`src/rtl/arbitro_prioridade.sv`:
```
// N-channel registered priority arbiter: snapshots request profiles, grants the single
// highest-profile requester, holds it until release/drop/timeout and drives tie/winner LEDs.
module arbitro_prioridade #(
  parameter int N_CH     = 4,
  parameter int PERF_W   = 2,
  parameter int HOLD_MAX = 8,
  parameter int TIE_MODE = 0,
  localparam int IDX_W   = (N_CH > 1) ? $clog2(N_CH) : 1,
  localparam int HOLD_W  = $clog2(HOLD_MAX) + 1
) (
  input  logic                     clk,
  input  logic                     rst_n,
  input  logic [N_CH-1:0]          req,
  input  logic [N_CH*PERF_W-1:0]   perf,
  input  logic                     release_i,
  output logic [N_CH-1:0]          grant,
  output logic [IDX_W-1:0]         grant_idx,
  output logic                     grant_valid,
  output logic                     tie,
  output logic                     timeout,
  output logic                     LED_r,
  output logic                     LED_g,
  output logic                     LED_b
);

  typedef enum logic [1:0] {
    ST_IDLE,
    ST_ARB,
    ST_GRANT
  } state_t;

  state_t                  state_reg;
  state_t                  state_next;
  logic [N_CH-1:0]         req_snap;
  logic [N_CH*PERF_W-1:0]  perf_snap;
  logic [IDX_W-1:0]        rr_ptr;
  logic [HOLD_W-1:0]       hold_cnt;

  logic [PERF_W-1:0]       perf_ch [N_CH];
  logic [PERF_W-1:0]       max_perf;
  logic [N_CH-1:0]         at_max;
  logic [IDX_W-1:0]        winner;
  logic [IDX_W-1:0]        rr_next;
  logic                    tie_w;
  logic                    exit_normal;
  logic                    exit_timeout;

  genvar gi;
  generate
    for (gi = 0; gi < N_CH; gi++) begin : g_ch
      assign perf_ch[gi] = perf_snap[gi*PERF_W +: PERF_W];
      assign at_max[gi]  = req_snap[gi] && (perf_ch[gi] == max_perf);
    end
  endgenerate

  // Profile 0 is still eligible, so starting the max at 0 is safe.
  always_comb begin
    max_perf = '0;
    for (int i = 0; i < N_CH; i++) begin
      if (req_snap[i] && (perf_ch[i] > max_perf)) max_perf = perf_ch[i];
    end
  end

  always_comb begin
    logic found;
    winner = '0;
    found  = 1'b0;
    for (int k = 0; k < N_CH; k++) begin
      int idx;
      idx = k;
      if (TIE_MODE == 1) begin
        idx = int'(rr_ptr) + k;
        if (idx >= N_CH) idx = idx - N_CH;
      end
      if (!found && at_max[idx]) begin
        winner = IDX_W'(idx);
        found  = 1'b1;
      end
    end
  end

  assign tie_w        = (at_max & (at_max - 1'b1)) != '0;
  assign rr_next      = (winner == IDX_W'(N_CH - 1)) ? '0 : winner + 1'b1;
  assign exit_normal  = release_i || !req[grant_idx];
  assign exit_timeout = (hold_cnt == HOLD_W'(HOLD_MAX - 1));
  assign grant_valid  = |grant;

  always_comb begin
    state_next = state_reg;
    case (state_reg)
      ST_IDLE:  if (|req) state_next = ST_ARB;
      ST_ARB:   state_next = ST_GRANT;
      ST_GRANT: if (exit_normal || exit_timeout) state_next = ST_IDLE;
      default:  state_next = ST_IDLE;
    endcase
  end

  always_ff @(posedge clk) begin
    if (!rst_n) begin
      state_reg <= ST_IDLE;
      req_snap  <= '0;
      perf_snap <= '0;
      rr_ptr    <= '0;
      hold_cnt  <= '0;
      grant     <= '0;
      grant_idx <= '0;
      tie       <= 1'b0;
      timeout   <= 1'b0;
      LED_r     <= 1'b0;
      LED_g     <= 1'b0;
      LED_b     <= 1'b0;
    end else begin
      state_reg <= state_next;
      timeout   <= 1'b0;
      case (state_reg)
        ST_IDLE: begin
          if (|req) begin
            req_snap  <= req;
            perf_snap <= perf;
          end
        end
        ST_ARB: begin
          grant     <= {{(N_CH-1){1'b0}}, 1'b1} << winner;
          grant_idx <= winner;
          tie       <= tie_w;
          LED_g     <= tie_w;
          LED_r     <= !tie_w && (winner != '0);
          LED_b     <= !tie_w && (winner == '0);
          rr_ptr    <= rr_next;
          hold_cnt  <= '0;
        end
        ST_GRANT: begin
          // Release/drop outranks the timeout when both land on the same edge.
          if (exit_normal) begin
            grant     <= '0;
            grant_idx <= '0;
          end else if (exit_timeout) begin
            grant     <= '0;
            grant_idx <= '0;
            timeout   <= 1'b1;
          end else begin
            hold_cnt  <= hold_cnt + 1'b1;
          end
        end
        default: ;
      endcase
    end
  end

endmodule

```
`config.mk`:
```
export PLATFORM = sky130hd
export DESIGN_NAME = arbitro_prioridade
export DESIGN_NICKNAME = d
export VERILOG_FILES = /design/src/rtl/arbitro_prioridade.sv
export SDC_FILE = /design/constraint.sdc
export NUM_CORES = 1
export LEC_CHECK = 0
export ABC_AREA = 1
export BUFFER_PORTS_ARGS = -buffer_cell sky130_fd_sc_hd__buf_2
export CORE_UTILIZATION = 63
export CTS_BUF_LIST = sky130_fd_sc_hd__clkbuf_4 sky130_fd_sc_hd__clkbuf_8
export DETAILED_ROUTE_END_ITERATION = 8
export HOLD_SLACK_MARGIN = 0.1
export PLACE_DENSITY = 0.93
export SLEW_MARGIN = 5
export SYNTH_ARGS = -nofsm -noshare
export SYNTH_HDL_FRONTEND = slang
export SYNTH_SLANG_ARGS = --single-unit
export TNS_END_PERCENT = 10
```
`constraint.sdc`:
```
create_clock -name clk -period 7.1 [get_ports clk]
set_input_delay 1.065 -clock clk [delete_from_list [all_inputs] [get_ports clk]]
set_output_delay 1.065 -clock clk [all_outputs]
set_load 0.02 [all_outputs]
```
# --- Word level (Yosys, flattened, before mapping) ---
# Cells that the tools add are included.
totals:
  elab_cells: 90
  regBits: 28
  in_bits: 15
op_classes:
  addsub: 2
  muxes: 25
  magnitude_cmp: 5
  shifts: 1
  n_reduce_logical: 32
  bitwise: 3
  eq_ne: 12
ops:
  columns: ["op", "count"]
  rows:
  - ["$mux 2", 10]
  - ["$mux 4", 4]
  - ["$pmux 4 s2", 2]
  - ["$logic_and 1x1->1", 13]
  - ["$eq 2x2->1", 4]
  - ["$ne 2x2->1 const B", 4]
  - ["$reduce_or 4->1", 2]
  - ["$gt 2x2->1", 3]
  - ["$mux 1", 6]
  - ["$pmux 2 s3", 1]
  - ["$reduce_and 2->1", 3]
  - ["$logic_not 1->1", 5]
  - ["$add 4x1->4 const B", 1]
  - ["$and 4x4->4", 1]
  - ["$eq 4x3->1 const B", 1]
  - ["$logic_not 2->1", 2]
  - ["$pmux 2 s2", 1]
  - ["$reduce_bool 2->1", 2]
  - ["$reduce_bool 4->1", 1]
  - ["$shl 1x2->4 const A", 1]
  - ["$sub 4x1->4 const B", 1]
  - ["$lt 2x3->1 const B", 1]
  - ["$ne 3x3->1 const B", 1]
  - ["$reduce_and 3->1", 1]
  - ["7 further kinds", 9]

# --- Longest topological paths before layout ---
# Gate-level depths: netlist of the first run.
logic_depth:
  ltp_word: 26
  mapped_depth: 36
  depth_no_buf: 36

# --- Worst setup path after synthesis of the first run ---
# Ideal clock, no wire load.
synth_timing:
  path_type: "reg-to-reg"
  start: "register perf_snap[1]"
  end: "register LED_g"
  slack_ns: 3.424
  t_arrival_ns: 3.620
  path_stages_with_launch: 32
  path_buffers: 0
  setup_ns: 0.056
  synth_period_minus_slack_ns: 3.676
  cell_sequence: "dfxtp_1 inv_2 nand2_2 nand3_2 clkinv_1 ha_1 a21oi_4 nand3_1 nand2_1 inv_1 ha_1 nand2_1 nand2_1 nand3_1 inv_1 nand2_1 nand2_2 ha_1 nand2_1 nand2_1 nor2_1 inv_2 nand3_2 nand2_2 nand2_1 nand2_1 nor2_1 a21oi_1 nand2_1 nor2_2 or2_1 inv_1"
synth_via:
  elab_chain_cells: 17
  word_cells_on_any_way: 23
synth_lines:
  columns: ["element", "line_no", "source"]
  rows:
  - ["start, declared", "35", "logic [N_CH*PERF_W-1:0] perf_snap;"]
  - ["start signal, assigned", "119", "perf_snap <= perf;"]
  - ["$gt 2x1->1", "60", "if (req_snap[i] && (perf_ch[i] > max_perf)) max_perf = perf_ch[i];"]
  - ["$logic_and 1x1->1", "60", null]
  - ["$mux 2", "60", null]
  - ["$gt 2x2->1", "60", null]
  - ["$logic_and 1x1->1", "60", null]
  - ["$mux 2", "60", null]
  - ["$gt 2x2->1", "60", null]
  - ["$logic_and 1x1->1", "60", null]
  - ["$mux 2", "60", null]
  - ["$gt 2x2->1", "60", null]
  - ["$logic_and 1x1->1", "60", null]
  - ["$mux 2", "60", null]
  - ["$eq 2x2->1", "52", "assign at_max[gi] = req_snap[gi] && (perf_ch[gi] == max_perf);"]
  - ["$logic_and 1x1->1", "52", null]
  - ["$sub 4x1->4", "82", "assign tie_w = (at_max & (at_max - 1'b1)) != '0;"]
  - ["$and 4x4->4 (*)", "82", null]
  - ["$reduce_bool 4->1 (*)", "82", null]
  - ["end signal, assigned", "126", "LED_g <= tie_w;"]
  - ["end, declared", "22", "output logic LED_g,"]
# Every way passes the cells marked *; elsewhere a longest branch is shown, timed or not.
# A chain may end at the register's enable or synchronous reset.

# --- Final worst setup path of the first run ---
layout_timing:
  start: "register perf_snap[1]"
  end: "register grant[0]"
layout_via:
  elab_chain_cells: 26
  word_cells_on_any_way: 34
layout_lines:
  columns: ["element", "line_no", "source"]
  rows:
  - ["$gt 2x1->1", "60", null]
  - ["$logic_and 1x1->1", "60", null]
  - ["$mux 2", "60", null]
  - ["$gt 2x2->1", "60", null]
  - ["$logic_and 1x1->1", "60", null]
  - ["$mux 2", "60", null]
  - ["$gt 2x2->1", "60", null]
  - ["$logic_and 1x1->1", "60", null]
  - ["[10 not listed]", null, null]
  - ["$logic_not 1->1", "75", "if (!found && at_max[idx]) begin"]
  - ["$logic_and 1x1->1", "75", null]
  - ["$mux 1", "75", null]
  - ["$logic_not 1->1", "75", null]
  - ["$logic_and 1x1->1", "75", null]
  - ["$mux 2 (*)", "75", null]
  - ["$shl 1x2->4 (*)", "123", "grant <= {{(N_CH-1){1'b0}}, 1'b1} << winner;"]
  - ["$pmux 4 s2 (*)", "115", "case (state_reg)"]
  - ["end signal, assigned", "123", null]
  - ["end, declared", "16", "output logic [N_CH-1:0] grant,"]
# Marked as above.

==> flow_summary.toml, run 1 <==
[logic_synthesis]
yosysSeqAreaShare_pct = 32.1
syn_nets = 285
synthFlopType = "dfxtp_1"
yosysMostFrequentCell = "nand2_1"
syn_avg_cell_area_um2 = 6.75
synthTopCellsByArea = "dfxtp_1, nand2_1, ha_1"
synth_common_cells = "nand2_1, inv_1, dfxtp_1, a21oi_1, nand3_1"
synth_area_mm2 = 0.00175
ys_ff_latch = 28
synth_cells = 259
yosys.area.top_type = "dfxtp_1"
async_flop_share_pct = 0
yosys_warnings = 0
synth_top_area_share_pct = 32.1
synthDistinctLibCells = 27
synth-edff-count = 0

[global_routing]
gr-total-overflow = 0
grt_pass1_vias = 1470
grt_use_total_pct = 28.8
grt_pass1_wl_mm = 6.06
grt_max_degree = 21
antenna_found_initial = 0

[route]
dr.first_iter.drc_count = 37
first_pass_iters = 4
antenna_left = 0
drcViolationCount = 0
vias = 1696
wl_mm = 3.73
vias_per_cell = 5.40
wl_per_cell_um = 11.9

[worst_hold_path]
min_path_type = "flop to flop"

[pwr]
peakVddDrop_uv = 295
p_leak_uw = 0.000963
power_density_mw_per_mm2 = 238

[timing]
rsz0062_at_grt = "no"
setup_ws_ns = 2.92
finalSetupViolations = 0
min_period_ns = 4.18
hold_violations = 0
slew_headroom_pct = 64.6
fin_crit_sh_pct = 58.8
slew_viol_final = 0
fin_setup_tns_ns = 0
skew_ns = 0.00321
max_slew.worst_pin.slew_ns = 0.530
finalHoldWorstSlack_ns = 0.479
max_freq_mhz = 239

[setup_path]
cp_data_arrival_time_ns = 4.44
crit_path_start_kind = "flop"
critPathMaxFanout = 6
max_stage_delay_ns = 0.37
path_common_cell = "nand2_1"
cp.required_ns = 7.37
cp_slowest_cell = "dfxtp_1"
worstSetupEndpointType = "flop"
path_class = "flop to flop"

[die]
floorplan.initialDensity_pct = 68.7
ios = 27
dieArea_mm2 = 0.00299
rows = 18
die_h_um = 54.7
die_width_um = 54.7
core_area_mm2 = 0.00254

[cts]
cts-root-buf = "clkbuf_4"
cts.sinks = 28
tritoncts = "built"
cts_hold_buf = 0
cts_buffers = 3
clk_pin_slew_ns = 0.15
ctsResizeCount = 0
clk_latency_ns = 0.34
clockBufferDepth = 2
htreeDepth = 1
cts_setup_buffers = 0

[run_status]
status = "finished clean"

[place]
gp_congestion = 0.872
hpwlAfterDp_mm = 2.89
place_ws_ns = 2.99
portBuffers = 26

[layout]
antenna_cells = 0
ff_latch_area_um2 = 561
multi_input_comb_area_mm2 = 0.00101
area_delta_synth_final_pct = 11.3
largest_reg_flops = 8
regMostFlops = "perf_snap"
post-route-util_pct = 76.5
final_net_count = 311
drive_gt1_share_pct = 21.8
fill_cells = 228

[flow_run]
maxCapViolations = 0
## logic make-up after synthesis
family                     count (synthesis)  share of synthesized area (%)
AOI/OAI and AO/OA                         48                           15.3
DFF                                       28                           32.1
and+or+nand+nor                          125                           34.4
adders and majority gates                 11                           7.87
buffers and inverters                     47                           10.3
## worst paths after layout
check | startpoint | to | slack (ns) | cells after the start
worst max register to register | perf_snap[1]$_SDFFE_PN0P_ | grant[0]$_SDFFE_PN0P_ | 2.92 | 30
worst min register to register | grant[1]$_SDFFE_PN0P_ | grant[1]$_SDFFE_PN0P_ | 0.48 | 2
worst min-delay path | grant[1]$_SDFFE_PN0P_ | grant[1]$_SDFFE_PN0P_ | 0.48 | 2
worst max-delay path | perf_snap[1]$_SDFFE_PN0P_ | grant[0]$_SDFFE_PN0P_ | 2.92 | 30
## where the power goes
part | internal [uW] | leakage (uW) | switching [uW]
clock network | 57.2 | 0.0000279 | 48.5
logic | 56.0 | 0.000705 | 110
registers | 174 | 0.000230 | 16.7
total | 288 | 0.000963 | 175
## critical path, delay by kind of cell (launching register included)
family                     cells  cell delay, ns
and+or+nand+nor               19            1.99
adders and majority gates      3            0.89
AOI/OAI and AO/OA              3            0.44
buffers and inverters          5            0.43
DFF                            1            0.37
## cell usage in the layout, fill, tap and decap left out, types with 11 or more instances in the layout
| master | count |
|---|---|
| nand2_1 | 61 |
| inv_1 | 34 |
| dfxtp_1 | 28 |
| buf_2 | 26 |
| a21oi_1 | 25 |
| nand3_1 | 20 |
| o21ai_0 | 15 |
| nor2_1 | 14 |
| nand2_2 | 13 |
| ha_1 | 11 |
## final cells by class
cell class | instances | area share (%)
inverters | 42 | 8.10
well taps | 30 | 1.93
repair buffers | 26 | 6.69
clock inverters | 1 | 1.54
flip-flops and latches | 28 | 28.8
clock buffers | 3 | 1.16
multi-input cells | 184 | 51.8
## per-stage QoR
| step | power [uW] | cells | cell area (um^2) |
|---|---|---|---|
| after floorplan | 320 | 259 | 1750 |
| after global placement | 351 | 310 | 1890 |
| after detailed placement | 358 | 310 | 1890 |
| after CTS | 462 | 314 | 1950 |
| after global routing | 494 | 314 | 1950 |
| final | 462 | 314 | 1950 |
## per-layer routing
layer / vias up / global-route usage, % / routed length [um] / share of wire (%)
met3: 6 / 5.83 / 195 / 5.2
li1: 884 / - / - / -
met1: 763 / 36.1 / 1750 / 47
met5: - / 0 / 0 / 0
met4: 0 / 9.40 / 50 / 1.3
met2: 43 / 48.6 / 1740 / 47
(Power assumes the default switching activity.)
==> inputs of run 2 (changes only) <==
Settings changed: CORE_UTILIZATION 63 to 58, PLACE_DENSITY 0.93 to 0.87.
Clock period 7.1 ns to 4.2 ns, I/O delays scaled along.
==> flow_summary.toml, run 2 (synthesis gave the netlist of run 1 again) <==
[run_status]
status = "finished clean"

[setup_path]
path_buf_inv = 6
critPathMaxFanout = 6
path_common_cell = "nand2_1"
path_class = "flop to flop"
cp.required_ns = 4.47
r2r-end = "grant_idx[0]$_SDFFE_PN0P_"
worst-r2r-setup-slack_ns = 0.19
cp_slowest_cell = "dfxtp_2"
r2r_start = "perf_snap[1]$_SDFFE_PN0P_"
max_stage_delay_ns = 0.39
crit_path_start_kind = "flop"
worstRegToRegCells = 30
cpLargestDelayFamily = "simple AND/OR/NAND/NOR gates"
cp_data_arrival_time_ns = 4.27
worstSetupEndpointType = "flop"

[route]
vias = 1713
drt-met1-wl_mm = 1.83
drcViolationCount = 0
maxUsedRoutingLayer = "met4"
vias_per_cell = 5.42
wl_per_cell_um = 12.8
wl_mm = 4.05
dr_wl_met2_mm = 1.95
wl_met3_um = 227
dr.first_iter.drc_count = 70
antenna_left = 0
first_pass_iters = 4

[cts]
cts.sinks = 28
cts-root-buf = "clkbuf_4"
htreeDepth = 1
clk_pin_slew_ns = 0.15
cts_buffers = 3
tritoncts = "built"
clockBufferDepth = 2
cts_hold_buf = 0
clk_latency_ns = 0.33

[place]
placed_cell_area_mm2 = 0.00189
portBuffers = 26
hpwlAfterDp_mm = 2.85
gp_congestion = 0.910
place_ws_ns = 0.104

[pwr]
p_leak_uw = 0.000972
power_density_mw_per_mm2 = 381
peakVddDrop_uv = 293

[layout]
design_area_mm2 = 0.00201
multi_input_comb_area_mm2 = 0.00107
regMostFlops = "perf_snap"
antenna_cells = 0
final_common_cell = "nand2_1"
final_cell_mix = "nand2_1, inv_1, dfxtp_1, buf_2, a21oi_1"
post-route-util_pct = 71.5
largest_reg_flops = 8
area_delta_synth_final_pct = 14.7
final_net_count = 312
drive_gt1_share_pct = 27.0
ff_latch_area_um2 = 566
fill_cells = 236

[die]
die_width_um = 56.9
ios = 27
dieArea_mm2 = 0.00324
floorplan.initialDensity_pct = 62.3
rows = 19
die_h_um = 56.9
core_area_mm2 = 0.00281

[global_routing]
antenna_found_initial = 0
grt_max_degree = 21
grt_use_total_pct = 25.4
grt_pass1_vias = 1531
grt_pass1_wl_mm = 6.58
gr-total-overflow = 0

[worst_hold_path]
holdPathStages = 2
min_path_type = "flop to flop"
worst_hold_path.endpoint = "LED_r$_SDFFE_PN0N_"
hp-start = "LED_r$_SDFFE_PN0N_"

[timing]
setup_ws_ns = 0.193
max_freq_mhz = 250
slew_headroom_pct = 65.8
hold_violations = 0
skew_ns = 0.00196
min_period_ns = 4.01
fin_setup_tns_ns = 0
finalHoldWorstSlack_ns = 0.486
finalSetupViolations = 0
slew_viol_final = 0
max_slew.worst_pin.slew_ns = 0.513
fin_crit_sh_pct = 95.4

[flow_run]
maxCapViolations = 0
==> run 2: metal layers <==
layer	track usage [%]	vias up
met5	0	-
met4	3.14	0
met1	34.7	777
met3	5.30	4
li1	-	884
met2	42.4	48
==> run 2: stage by stage <==
step,total power [uW],cells
final,763,316
after CTS,736,315
after global placement,594,311
after global routing,822,316
after detailed placement,602,311
after floorplan,541,259
==> run 2: how the worst max path moves through the flow <==
stage	to	cells after the start	from	slack [ns]
finish	grant_idx[0]$_SDFFE_PN0P_	30	perf_snap[1]$_SDFFE_PN0P_	0.19
global route	LED_b$_SDFFE_PN0N_	32	perf_snap[1]$_SDFFE_PN0P_	-0.13
CTS	grant_idx[0]$_SDFFE_PN0P_	30	perf_snap[1]$_SDFFE_PN0P_	0.03
detailed placement	LED_g$_SDFFE_PN0N_	32	perf_snap[1]$_SDFFE_PN0P_	0.10
global placement	LED_g$_SDFFE_PN0N_	32	perf_snap[1]$_SDFFE_PN0P_	0.26
floorplan	LED_g$_SDFFE_PN0N_	31	perf_snap[1]$_SDFFE_PN0P_	0.52
==> run 2: repair_timing <==
item,in CTS,in global routing
setup endpoints to repair,0,9
buffers inserted,0,1
resized for setup,0,17
==> run 2: worst register-to-register path: cells and delay by family, from the launching register on <==
family	cells	cell delay, ns
simple gates	19	2.01
fa+ha+maj	3	0.78
buf+inv	6	0.45
flops	1	0.39
compound gates	2	0.33
==> run 2: area by class of cell <==
cell class,instances,area share [%]
sequential,28,28.2
timing repair buffer,27,6.86
tap,31,1.93
multi-input combinational,184,53.2
inverter,42,7.99
clock buffer,4,1.81
==> run 2: report_power, final <==
| part | internal, uW | switching (uW) | total, uW |
|---|---|---|---|
| clock network | 53.2 | 80.1 | 133 |
| registers | 296 | 29.9 | 325 |
| logic | 105 | 200 | 305 |
| total | 453 | 310 | 763 |
